<file path="src/rtl/gba_video_timing_pkg.sv">
// Shared video timing constants and types for the GBA upscaler display path.
package gba_video_timing_pkg;

  // 1080p60 raster
  localparam int unsigned widthMax    = 2200;
  localparam int unsigned heightMax   = 1125;
  localparam int unsigned FRAMEWIDTH  = 1920;
  localparam int unsigned FRAMEHEIGHT = 1080;
  localparam int unsigned hfp         = 88;
  localparam int unsigned hsw         = 44;
  localparam int unsigned vfp         = 4;
  localparam int unsigned vsw         = 5;

  // GBA source image and integer upscale (scale factor minus one)
  localparam int unsigned gbaW        = 240;
  localparam int unsigned gbaH        = 160;
`ifdef SCALE4
  localparam int unsigned maxScaleCnt = 3;
`else
  localparam int unsigned maxScaleCnt = 5;
`endif

  // Decoded per-pixel flags, registered together with the counters
  typedef struct packed {
    logic hsync;
    logic vsync;
    logic de;
    logic in_win;
    logic line_req;
    logic frame_start;
  } vt_flags_t;

  // True when v lies in the half-open span [lo, lo+len)
  function automatic logic in_span(int unsigned v, int unsigned lo, int unsigned len);
    return (v >= lo) && (v < lo + len);
  endfunction

endpackage

</file>
<file path="src/rtl/gba_video_timing_scale_counter.sv">
// Modulo-(MAX+1) replica counter with synchronous clear and a wrap strobe.
module gba_video_timing_scale_counter #(
  parameter int unsigned MAX = 5,
  parameter int unsigned W   = 3
) (
  input  logic         clk,
  input  logic         clr,
  input  logic         en,
  output logic [W-1:0] cnt,
  output logic         wrap_c
);

  // Wrap fires on the enabled step out of the last replica
  assign wrap_c = en && (cnt == W'(MAX));

  // Clear has priority so a fresh span always starts at replica 0
  always_ff @(posedge clk) begin
    if (clr) begin
      cnt <= '0;
    end else if (en) begin
      cnt <= wrap_c ? '0 : cnt + W'(1);
    end
  end

endmodule

</file>
<file path="src/rtl/gba_video_timing.sv">
// Raster timing generator with a centred, integer-scaled GBA window overlay.
module gba_video_timing
  import gba_video_timing_pkg::*;
#(
  parameter int unsigned WIDTH_MAX  = widthMax,
  parameter int unsigned HEIGHT_MAX = heightMax,
  parameter int unsigned FRAME_W    = FRAMEWIDTH,
  parameter int unsigned FRAME_H    = FRAMEHEIGHT,
  parameter int unsigned HFP        = hfp,
  parameter int unsigned HSW        = hsw,
  parameter int unsigned VFP        = vfp,
  parameter int unsigned VSW        = vsw,
  parameter int unsigned MAX_SCALE  = maxScaleCnt,
  parameter int unsigned GBA_W      = gbaW,
  parameter int unsigned GBA_H      = gbaH
) (
  input  logic        pxlClk,
  input  logic        rst,
  output logic [11:0] xCnt,
  output logic [10:0] yCnt,
  output logic        hSync,
  output logic        vSync,
  output logic        de,
  output logic        inWin,
  output logic [7:0]  gbaX,
  output logic [7:0]  gbaY,
  output logic        lineReq,
  output logic [7:0]  lineReqIdx,
  output logic        frameStart
);

  localparam int unsigned WIN_W   = GBA_W * (MAX_SCALE + 1);
  localparam int unsigned WIN_H   = GBA_H * (MAX_SCALE + 1);
  localparam int unsigned X0      = (FRAME_W - WIN_W) / 2;
  localparam int unsigned Y0      = (FRAME_H - WIN_H) / 2;
  localparam int unsigned SCW     = (MAX_SCALE > 0) ? $clog2(MAX_SCALE + 1) : 1;
  // Line on which the first source line is fetched (one line ahead of the window)
  localparam int unsigned REQ_ROW = (Y0 == 0) ? HEIGHT_MAX - 1 : Y0 - 1;

  logic            run;
  logic            line_adv_c;
  logic [11:0]     x_nxt_c;
  logic [10:0]     y_nxt_c;
  logic            in_h_nxt_c;
  logic            in_v_nxt_c;
  logic            in_v_cur_c;
  logic            h_clr_c;
  logic            v_clr_c;
  logic            v_en_c;
  logic            h_wrap_c;
  logic            v_wrap_c;
  logic [SCW-1:0]  h_sc;
  logic [SCW-1:0]  v_sc;
  logic            unused_h_sc;
  vt_flags_t       flags_nxt_c;
  vt_flags_t       flags;
  logic [7:0]      req_idx_c;

  // Next raster position; the first clock out of reset presents pixel (0,0)
  always_comb begin
    line_adv_c = run && (xCnt == 12'(WIDTH_MAX - 1));
    x_nxt_c    = '0;
    y_nxt_c    = '0;
    if (run) begin
      x_nxt_c = line_adv_c ? '0 : xCnt + 12'd1;
      y_nxt_c = yCnt;
      if (line_adv_c) begin
        y_nxt_c = (yCnt == 11'(HEIGHT_MAX - 1)) ? '0 : yCnt + 11'd1;
      end
    end
  end

  // Window membership and scale-counter control for the next pixel
  always_comb begin
    in_h_nxt_c = in_span(32'(x_nxt_c), X0, WIN_W);
    in_v_nxt_c = in_span(32'(y_nxt_c), Y0, WIN_H);
    in_v_cur_c = in_span(32'(yCnt), Y0, WIN_H);
    h_clr_c    = rst || !in_h_nxt_c || (x_nxt_c == 12'(X0));
    v_en_c     = line_adv_c && in_v_nxt_c;
    v_clr_c    = rst || !run || !in_v_nxt_c || (line_adv_c && (y_nxt_c == 11'(Y0)));
  end

  gba_video_timing_scale_counter #(
    .MAX (MAX_SCALE),
    .W   (SCW)
  ) u_h_scale (
    .clk    (pxlClk),
    .clr    (h_clr_c),
    .en     (in_h_nxt_c),
    .cnt    (h_sc),
    .wrap_c (h_wrap_c)
  );

  gba_video_timing_scale_counter #(
    .MAX (MAX_SCALE),
    .W   (SCW)
  ) u_v_scale (
    .clk    (pxlClk),
    .clr    (v_clr_c),
    .en     (v_en_c),
    .cnt    (v_sc),
    .wrap_c (v_wrap_c)
  );

  // Horizontal replica phase is consumed only through its wrap strobe
  assign unused_h_sc = ^h_sc;

  // Decode sync/enable/window flags and the line-fetch request for the next pixel
  always_comb begin
    flags_nxt_c             = '0;
    req_idx_c               = lineReqIdx;
    flags_nxt_c.hsync       = in_span(32'(x_nxt_c), FRAME_W + HFP, HSW);
    flags_nxt_c.vsync       = in_span(32'(y_nxt_c), FRAME_H + VFP, VSW);
    flags_nxt_c.de          = (x_nxt_c < 12'(FRAME_W)) && (y_nxt_c < 11'(FRAME_H));
    flags_nxt_c.in_win      = in_h_nxt_c && in_v_nxt_c;
    flags_nxt_c.frame_start = (x_nxt_c == '0) && (y_nxt_c == '0);
    // At the end of active video the next line's source is requested, only on its first replica
    if (run && (x_nxt_c == 12'(FRAME_W))) begin
      if (yCnt == 11'(REQ_ROW)) begin
        flags_nxt_c.line_req = 1'b1;
        req_idx_c            = '0;
      end else if (in_v_cur_c && (v_sc == SCW'(MAX_SCALE)) && (gbaY != 8'(GBA_H - 1))) begin
        flags_nxt_c.line_req = 1'b1;
        req_idx_c            = gbaY + 8'd1;
      end
    end
  end

  // Raster counters and decoded flags advance together
  always_ff @(posedge pxlClk) begin
    if (rst) begin
      run        <= 1'b0;
      xCnt       <= '0;
      yCnt       <= '0;
      flags      <= '0;
      lineReqIdx <= '0;
    end else begin
      run        <= 1'b1;
      xCnt       <= x_nxt_c;
      yCnt       <= y_nxt_c;
      flags      <= flags_nxt_c;
      lineReqIdx <= req_idx_c;
    end
  end

  // Source column steps once per horizontal replica group
  always_ff @(posedge pxlClk) begin
    if (h_clr_c) begin
      gbaX <= '0;
    end else if (h_wrap_c) begin
      gbaX <= gbaX + 8'd1;
    end
  end

  // Source row steps once per vertical replica group
  always_ff @(posedge pxlClk) begin
    if (v_clr_c) begin
      gbaY <= '0;
    end else if (v_wrap_c) begin
      gbaY <= gbaY + 8'd1;
    end
  end

  assign hSync      = flags.hsync;
  assign vSync      = flags.vsync;
  assign de         = flags.de;
  assign inWin      = flags.in_win;
  assign lineReq    = flags.line_req;
  assign frameStart = flags.frame_start;

endmodule

</file>
<file path="config.mk">
export PLATFORM = sky130hd
export DESIGN_NAME = gba_video_timing
export DESIGN_NICKNAME = d
export VERILOG_FILES = /design/src/rtl/gba_video_timing_pkg.sv /design/src/rtl/gba_video_timing_scale_counter.sv /design/src/rtl/gba_video_timing.sv
export SDC_FILE = /design/constraint.sdc
export NUM_CORES = 1
export LEC_CHECK = 0
export BUFFER_PORTS_ARGS = -buffer_cell sky130_fd_sc_hd__buf_2
export CAP_MARGIN = 5
export CORE_UTILIZATION = 40
export CTS_CLUSTER_SIZE = 40
export DETAILED_ROUTE_END_ITERATION = 16
export PLACE_DENSITY_LB_ADDON = 0.08
export SETUP_SLACK_MARGIN = 0.1
export SLEW_MARGIN = 20
export SYNTH_ARGS = -nofsm -noshare
export SYNTH_HDL_FRONTEND = slang
export SYNTH_SLANG_ARGS = --single-unit
</file>
<file path="constraint.sdc">
create_clock -name pxlClk -period 3.7 [get_ports pxlClk]
set_input_delay 0.74 -clock pxlClk [delete_from_list [all_inputs] [get_ports pxlClk]]
set_output_delay 0.74 -clock pxlClk [all_outputs]
set_load 0.02 [all_outputs]
</file>
Word level (Yosys, flattened, before mapping). Index checks and enable logic that the tools add are counted.

Flip-flop bits (word level): 60. Bits of input ports: 2.

Add/subtract/negate cells: 6. $lt $le $gt $ge: 12. Eq/ne operators: 9. Mux-type cells: 12. Bitwise operators: 1. Reduce and logical (&&, ||, !) cells: 29.

Operator list (number): 11-bit 2-to-1 mux (3); 12-bit by 11-bit < comparator with 1-bit output, second input constant (2); 12-bit 2-to-1 mux (2); 11-bit by 6-bit == test with 1-bit output, second input constant (2); 11-bit by 6-bit greater-or-equal comparator with 1-bit output, second input constant (2); 11-bit by 10-bit < comparator with 1-bit output, second input constant (2); 11-bit < comparator, second input constant (2); 8-bit by 1-bit adder with 8-bit output, second input constant (2); 1-bit logical AND (16); 8-bit 2-to-1 mux (2); 12-bit by 1-bit adder with 12-bit output, second input constant (1); 12-bit by 11-bit == test with 1-bit output, second input constant (1); 12-bit == test, second input constant (1); 12-bit by 8-bit == test with 1-bit output, second input constant (1); 12-bit by 11-bit greater-or-equal comparator with 1-bit output, second input constant (1); 12-bit by 8-bit greater-or-equal comparator with 1-bit output, second input constant (1); 12-bit logical NOT (1); 12-bit < comparator, second input constant (1); 11-bit by 1-bit adder with 11-bit output, second input constant (1); 11-bit == test, second input constant (1); 11-bit greater-or-equal comparator, second input constant (1); 11-bit logical NOT (1); 8-bit inequality test, second input constant (1); 3-bit by 1-bit adder with 3-bit output, second input constant (2); 9 further kinds (19).

Depth between registers and ports, before layout. Gate-level depths: netlist (run 1).

Word-level depth: 9. Depth in mapped cells: 14. Gate-level depth less buffers: 9.

Cells and area by module. From an unflattened synthesis (run 1), not the netlist that was laid out.

Cell total of the unflattened synthesis: 445. Area, all modules: 3587.2 um2.

Modules (own cells, without submodules): gba_video_timing (times used 1, cells each 411, area each 3261.9 um2, sequential area each 1081.0 um2); gba_video_timing_scale_counter (times used 2, cells each 17, area each 162.7 um2, sequential area each 60.1 um2).

Worst setup path before layout (run 1). Ideal clock, no wire load.

Kind: register to register. From: register xCnt[0]. To: register u_v_scale.cnt[2]. Arrival time: 3.436 ns. Data required time: 3.574 ns. Path slack: 0.138 ns. Stages on the path, launching flop included: 15. Path buffers: 6. Path through: dfxtp_1 -> ha_1 -> buf_2 -> or4bb_1 -> clkbuf_1 -> or4_1 -> buf_2 -> a22oi_4 -> nor4_2 -> and4_4 -> buf_6 -> buf_2 -> buf_2 -> o41ai_1 -> a21oi_1.

Cells in the longest elaborated chain, start to end: 9.

Ends and longest elaborated chain: start: declaration (line gba_video_timing.sv:19) `output logic [11:0] xCnt,`; start signal: assignment (line gba_video_timing.sv:139) `xCnt <= x_nxt_c;`; 12-bit == test * (line gba_video_timing.sv:61) `line_adv_c = run && (xCnt == 12'(WIDTH_MAX - 1));`; 1-bit logical AND * (line gba_video_timing.sv:61); 11-bit 2-to-1 mux (line gba_video_timing.sv:67) `if (line_adv_c) begin`; 11-bit 2-to-1 mux (line gba_video_timing.sv:64) `if (run) begin`; 11-bit by 6-bit greater-or-equal comparator with 1-bit output / 11-bit by 10-bit < comparator with 1-bit output (equally long branches) (line gba_video_timing_pkg.sv:35) `return (v >= lo) && (v < lo + len);`; 1-bit logical AND (line gba_video_timing_pkg.sv:35); 1-bit logical AND / 1-bit logical NOT (equally long branches) (line gba_video_timing.sv:79, gba_video_timing.sv:80); 1-bit logical AND / 1-bit logical OR (equally long branches) (line gba_video_timing_scale_counter.sv:14, gba_video_timing.sv:80); 3-bit 2-to-1 mux / 1-bit logical OR (equally long branches) (line gba_video_timing_scale_counter.sv:21, gba_video_timing.sv:80); end signal: assignment (line gba_video_timing_scale_counter.sv:21) `cnt <= wrap_c ? '0 : cnt + W'(1);`; end: declaration (line gba_video_timing_scale_counter.sv:9) `output logic [W-1:0] cnt,`.

Mark *: on every way between the ends. The rest lies on a longest branch, timed or not. A chain may end at the register's enable or synchronous reset.

Worst setup path after layout (run 1).
From: register xCnt[0]. To: register u_v_scale.cnt[0].

The elaborated chain is that of the path after synthesis.

==> flow_metrics.env, run 1 <==
export IMPL_r2r_cells=9
export IMPL_wl_microns=10200
export IMPL_setup_violations=0
export IMPL_hold_viol=0
export IMPL_crit_fanout=24
export IMPL_clockRootBuffer="clkbuf_8"
export IMPL_reg2reg_slack_ns=0.32
export IMPL_fp_dieH_microns=97.2
export IMPL_nets=497
export IMPL_crit_start="xCnt[0]$_SDFF_PP0_"
export IMPL_tightest_slew_ns=0.816
export IMPL_synth_seq_cells=60
export IMPL_dp_cells=583
export IMPL_cts_resized=0
export IMPL_groute_usage_overall_pct=22.1
export IMPL_rows=34
export IMPL_post_route_util_pct=49.5
export IMPL_r2r_end="u_v_scale.cnt[0]$_SDFFE_PP0P_"
export IMPL_overflow=0
export IMPL_cts_num_sinks=60
export IMPL_postCtsSetupRepairBufs=0
export IMPL_ys_warnings_count=0
export IMPL_status="completed"
export IMPL_max_slew_margin_pct=45.5
export IMPL_dp_final_hpwl_microns=7380
export IMPL_grt_max_degree=26
export IMPL_synthToLayoutAreaGrowth_pct=19.6
export IMPL_max_freq_ghz=0.296
export IMPL_timing_setup_tns_ns=0
export IMPL_skew_ns=0.00571
export IMPL_clock_path_buffers=2
export IMPL_syn_avg_cell_area_sq_um=8.41
export IMPL_arrival_ns=3.64
export IMPL_syn_nets=442
export IMPL_path_clk_slew_ns=0.08
export IMPL_drive_gt1_share_pct=22.6
export IMPL_antenna_found_initial=0
export IMPL_yosysSeqAreaShare_pct=33.1
export IMPL_clk_latency_ns=0.35
export IMPL_endpoint="u_v_scale.cnt[0]$_SDFFE_PP0P_"
export IMPL_drtPass1Iterations=6
export IMPL_ant_nets=0
export IMPL_r2r_start="xCnt[0]$_SDFF_PP0_"
export IMPL_drc_errors=0
export IMPL_finalMaxSlewViolations=0
export IMPL_vias=3560
export IMPL_ir_worst_vdd_v=0.000137
export IMPL_required_ns=3.96
export IMPL_synthArstFlopShare_pct=0
export IMPL_die_w_microns=97.2
export IMPL_drt_iter0_markers=128
export IMPL_die_area_sq_um=9450
export IMPL_cts_inserted_buffers=9
export IMPL_startpoint_type="flip-flop"
export IMPL_syn_area_sq_um=3630
export IMPL_grt_pass1_wl_microns=16700
export IMPL_wire_per_inst_microns=17.1
export IMPL_antenna_cells=0
export IMPL_hold_buffers=0
export IMPL_synth_edff_count=0
export IMPL_layout_cells_non_filler=599
export IMPL_port_buffers=54
export IMPL_grt_pass1_vias=3333
export IMPL_rsz0062_at_grt="true"
export IMPL_cap_violations=0
export IMPL_p_per_area_nw_per_um2=332
export IMPL_syn_inst=431
export IMPL_start_util_pct=41.4
export IMPL_h_tree_depth=3
export IMPL_io_pins=55
export IMPL_path_class="flip-flop to flip-flop"
export IMPL_cts_tree="done"
export IMPL_hold_path_class="flip-flop to flip-flop"
export IMPL_gp_congestion=0.932
export IMPL_leakage_nw=1.63
export IMPL_min_period_ns=3.38
export IMPL_timing_final_crit_share_pct=91.3
export IMPL_ys_flop_type="dfxtp_1"
export IMPL_synth_cell_types=70
export IMPL_vias_per_cell=5.94
export IMPL_core_sq_um=8760
export IMPL_hold_slack_ns=0.456
export IMPL_endpoint_kind="flip-flop"
[report_power, final]
group / total, mW / internal [mW] / switching (mW)
Clock: 0.756 / 0.451 / 0.305
Combinational: 0.0353 / 0.0111 / 0.0242
Sequential: 0.650 / 0.648 / 0.00193
Total: 1.44 / 1.11 / 0.331
[worst min path at each step]
stage / from / end / slack, ns / cells after the start
global placement: u_h_scale.cnt[0]$_SDFFE_PP0N_ / u_h_scale.cnt[0]$_SDFFE_PP0N_ / 0.43 / 1
detailed placement: u_h_scale.cnt[0]$_SDFFE_PP0N_ / u_h_scale.cnt[0]$_SDFFE_PP0N_ / 0.44 / 1
global route: lineReqIdx[0]$_SDFFE_PP0P_ / lineReqIdx[0]$_SDFFE_PP0P_ / 0.48 / 1
finish: u_h_scale.cnt[0]$_SDFFE_PP0N_ / u_h_scale.cnt[0]$_SDFFE_PP0N_ / 0.46 / 1
CTS: u_h_scale.cnt[0]$_SDFFE_PP0N_ / u_h_scale.cnt[0]$_SDFFE_PP0N_ / 0.46 / 1
floorplan: u_h_scale.cnt[0]$_SDFFE_PP0N_ / u_h_scale.cnt[0]$_SDFFE_PP0N_ / 0.42 / 1
[area by class of cell]
class                           count  area (sq um)
Multi-Input combinational cell    326          2270
Fill cell                         845          4430
Tap cell                          108           135
Inverter                           14          52.6
Sequential cell                    60          1200
Clock buffer                        9           124
Timing Repair Buffer               75           428
Clock inverter                      7           123
[cells in the mapped netlist (all sizes together), types with 3 or more instances]
library cell  instances  area (sq um)
a211oi                3          22.5
a21boi                5          37.5
a21oi                14          70.1
a22oi                 4          43.8
a31oi                 6          37.5
and2                  4          25.0
and3                 10          62.6
buf                  10          70.1
clkbuf               21          78.8
dfxtp                60          1200
ha                    9           113
inv                  14          52.6
mux2i                 5          50.1
nand2                22          82.6
nand2b                3          18.8
nand3                22           110
nand4                12          75.1
nor2                 34           128
nor3                 17          90.1
nor3b                 4          30.0
nor4                 12          81.3
nor4b                 3          26.3
o21a                  4          30.0
o21ai                10          50.0
o21ba                 4          40.0
o21bai                3          22.5
o2bb2ai               9          78.8
o31a                  6          52.6
o31ai                12          90.1
o41ai                 4          35.0
or3                   7          43.8
or4                  14           105
or4b                  5          50.1
xnor2                20           175
xor2                  7          61.3
[state kept, by name (all words and copies together), names as in the netlist]
register / flops
lineReq: 1
u_v_scale.cnt: 3
u_h_scale.cnt: 3
xCnt: 12
frameStart: 1
gbaX: 8
yCnt: 11
lineReqIdx: 8
de: 1
gbaY: 8
hSync: 1
run: 1
vSync: 1
inWin: 1
[stage by stage]
| stage | total power, mW | area [sq um] | setup slack [ns] |
|---|---|---|---|
| after floorplan | 0.687 | 3630 | 0.138 |
| after CTS | 1.45 | 4290 | 0.212 |
| after global placement | 0.701 | 4040 | 0.331 |
| after global routing | 1.48 | 4340 | 0.0797 |
| final | 1.44 | 4340 | 0.324 |
| after detailed placement | 0.700 | 4040 | 0.243 |
[metal layers]
layer  global-route usage (%)  wire length, microns  up-vias
li1                         -                     -     1747
met1                     30.1                  4850     1680
met2                     34.5                  4710      117
met3                     4.53                   531       16
met4                     8.48                   142        0
met5                        0                     0        -
[worst max-delay path, cell delays in order (launching register included)]
cell and delay [ns]:
dfxtp_1 0.46, ha_1 0.21, or4bb_1 0.52, o41ai_1 0.42
o311ai_2 0.21, nor4_4 0.43, a2bb2oi_1 0.11, buf_4 0.22
or4_1 0.47, a211oi_1 0.24
[cells by family after synthesis]
family | synth area share [%]
compound gates | 21.3
xor+xnor | 6.52
fa+ha+maj | 3.11
buf+inv | 5.56
flops | 33.1
mux | 1.38
simple gates | 29.0
[cells in the final DEF (no fill, tap or decap), types with 6 or more instances in the layout]
cell,n
buf_4,21
o21ai_0,9
and3_1,10
nand4_1,12
inv_1,14
nand2_1,22
or3_1,7
dfxtp_1,60
o31ai_1,12
nor3_1,16
nor2_1,34
nand3_1,21
xor2_1,7
ha_1,9
clkbuf_8,9
a31oi_1,6
or4_1,13
a21oi_1,14
o2bb2ai_1,8
buf_2,54
xnor2_1,20
nor4_1,9
o31a_1,6
(Power assumes the default switching activity.)
==> run 2: changes to the inputs <==
BUFFER_PORTS_ARGS = not set   (was -buffer_cell sky130_fd_sc_hd__buf_2)
DONT_BUFFER_PORTS = 1   (was not set)
clock period = 3.1 ns   (was 3.7 ns; I/O delays follow)
==> run 2 against run 1 <==
First-iteration DRC count down 34%. Via count shrank 1.2%. Critical path depth grew 1. Register-to-register slack worse by 0.24 ns. Total power is 5.6% higher. Die area is the same. Maximum frequency rose by 12%. Clock-buffer cell count grew 1. Sequential share of layout area is 1.3 points lower. Critical path type unchanged.
==> flow_metrics.env, run 2 (same netlist as run 1, synthesis figures left out) <==
export IMPL_finalMaxSlewViolations=0
export IMPL_hold_slack_ns=0.333
export IMPL_port_buffers=0
export IMPL_dp_cells=576
export IMPL_cts_num_sinks=60
export IMPL_grt_max_degree=14
export IMPL_nets=497
export IMPL_p_per_area_nw_per_um2=331
export IMPL_endpoint_kind="flip-flop"
export IMPL_crit_fanout=8
export IMPL_gp_congestion=0.929
export IMPL_status="completed"
export IMPL_cts_tree="done"
export IMPL_layout_cells_non_filler=599
export IMPL_antenna_cells=0
export IMPL_clockRootBuffer="clkbuf_8"
export IMPL_ant_nets=0
export IMPL_core_sq_um=8760
export IMPL_leakage_nw=1.63
export IMPL_hold_viol=0
export IMPL_clock_path_buffers=2
export IMPL_vias=3518
export IMPL_critical_path_top_delay_family="simple AND/OR/NAND/NOR gates"
export IMPL_dp_final_hpwl_microns=7840
export IMPL_top_regs="xCnt x12, yCnt x11"
export IMPL_arrival_ns=3.27
export IMPL_cts_inserted_buffers=9
export IMPL_cap_violations=0
export IMPL_setup_violations=0
export IMPL_max_slew_margin_pct=48.6
export IMPL_ir_worst_vdd_v=0.000166
export IMPL_rows=34
export IMPL_antenna_found_initial=0
export IMPL_cp_slowest_cell="a2111o_1"
export IMPL_h_tree_depth=3
export IMPL_synthToLayoutAreaGrowth_pct=26.8
export IMPL_hold_path_class="input pin to flip-flop"
export IMPL_drtPass1Iterations=6
export IMPL_die_area_sq_um=9450
export IMPL_tightest_slew_ns=0.770
export IMPL_groute_usage_overall_pct=23.2
export IMPL_largest_reg_flops=12
export IMPL_path_clk_slew_ns=0.07
export IMPL_hold_buffers=0
export IMPL_grt_pass1_vias=3375
export IMPL_path_class="flip-flop to flip-flop"
export IMPL_regMostFlops="xCnt"
export IMPL_wire_per_inst_microns=18.0
export IMPL_max_freq_ghz=0.332
export IMPL_skew_ns=0.00910
export IMPL_io_pins=55
export IMPL_timing_final_crit_share_pct=97.2
export IMPL_start_util_pct=41.4
export IMPL_min_period_ns=3.01
export IMPL_startpoint_type="flip-flop"
export IMPL_drc_errors=0
export IMPL_overflow=0
export IMPL_rsz0062_at_grt="true"
export IMPL_critPathMaxStageDelay_ns=0.57
export IMPL_layout_commonest_cell="buf_4"
export IMPL_vias_per_cell=5.87
export IMPL_drive_gt1_share_pct=28.1
export IMPL_worstPathCellList="ha_4 -> or4bb_4 -> buf_6 -> nor4_2 -> buf_4 -> a22oi_4 -> nor4_4 -> nand3_1 -> a2111o_1 -> nor4_2"
export IMPL_wl_microns=10800
export IMPL_clk_latency_ns=0.35
export IMPL_fp_dieH_microns=97.2
export IMPL_required_ns=3.36
export IMPL_grt_pass1_wl_microns=17500
export IMPL_die_w_microns=97.2
export IMPL_drt_iter0_markers=85
export IMPL_p_total_mw=1.52
export IMPL_cpMostUsedCell="nor4_2"
export IMPL_most_common_layout_cells="buf_4 (70), dfxtp_1 (55), nor2_1 (34)"
export IMPL_path_buf_inv=2
==> run 2: metrics by stage <==
stage               setup WS [ns]  util, %  area, sq um  TNS [ns]
global placement          0.00708     47.7         4180         0
detailed placement       0.000372     47.7         4180         0
CTS                        0.0515     51.1         4480         0
floorplan                 -0.0970        -         3720    -0.282
global route               -0.101     52.5         4600    -0.547
finish                     0.0858     52.5         4600         0
==> run 2: area by class of cell <==
class	instances	area, sq um
inverters	14	52.6
well taps	108	135
fillers	833	4170
repair buffers	74	571
flip-flops and latches	60	1210
clock buffers	10	149
clock inverters	6	45.0
multi-input cells	327	2430
==> run 2: what timing repair did <==
item,in CTS,in global routing
pin swaps,5,8
setup endpoints to repair,18,24
gates resized for setup,13,20
cloned,1,0
buffers inserted,3,3
==> run 2: per-layer routing <==
metal | track usage (%) | share of wire [%]
met1 | 31.4 | 48
met2 | 36.2 | 47
met3 | 5.76 | 4.5
met4 | 7.35 | 1.4
met5 | 0 | 0
==> run 2: path summary, 6_finish.rpt <==
path,startpoint,end,slack (ns),depth (start not counted)
max,xCnt[1]$_SDFF_PP0_,u_v_scale.cnt[1]$_SDFFE_PP0P_,0.09,10
min,rst,yCnt[2]$_SDFF_PP0_,0.33,1
max reg2reg,xCnt[1]$_SDFF_PP0_,u_v_scale.cnt[1]$_SDFFE_PP0P_,0.09,10
min reg2reg,u_h_scale.cnt[0]$_SDFFE_PP0N_,u_h_scale.cnt[0]$_SDFFE_PP0N_,0.45,1
==> run 2: power by group <==
group,leakage [nW],internal (mW),total [mW],switching (mW)
clock network,0.102,0.344,0.702,0.358
logic,1.04,0.0167,0.0421,0.0254
registers,0.487,0.773,0.777,0.00470
total,1.63,1.13,1.52,0.388
==> run 2: worst reg2reg max path, delay by kind of cell (launching register included) <==
family / cells / cell delay, ns
flip-flops: 1 / 0.37
adder cells (fa/ha/maj): 1 / 0.14
AO/OA/AOI/OAI: 2 / 0.62
buffers and inverters: 2 / 0.32
AND/OR/NAND/NOR: 5 / 1.48
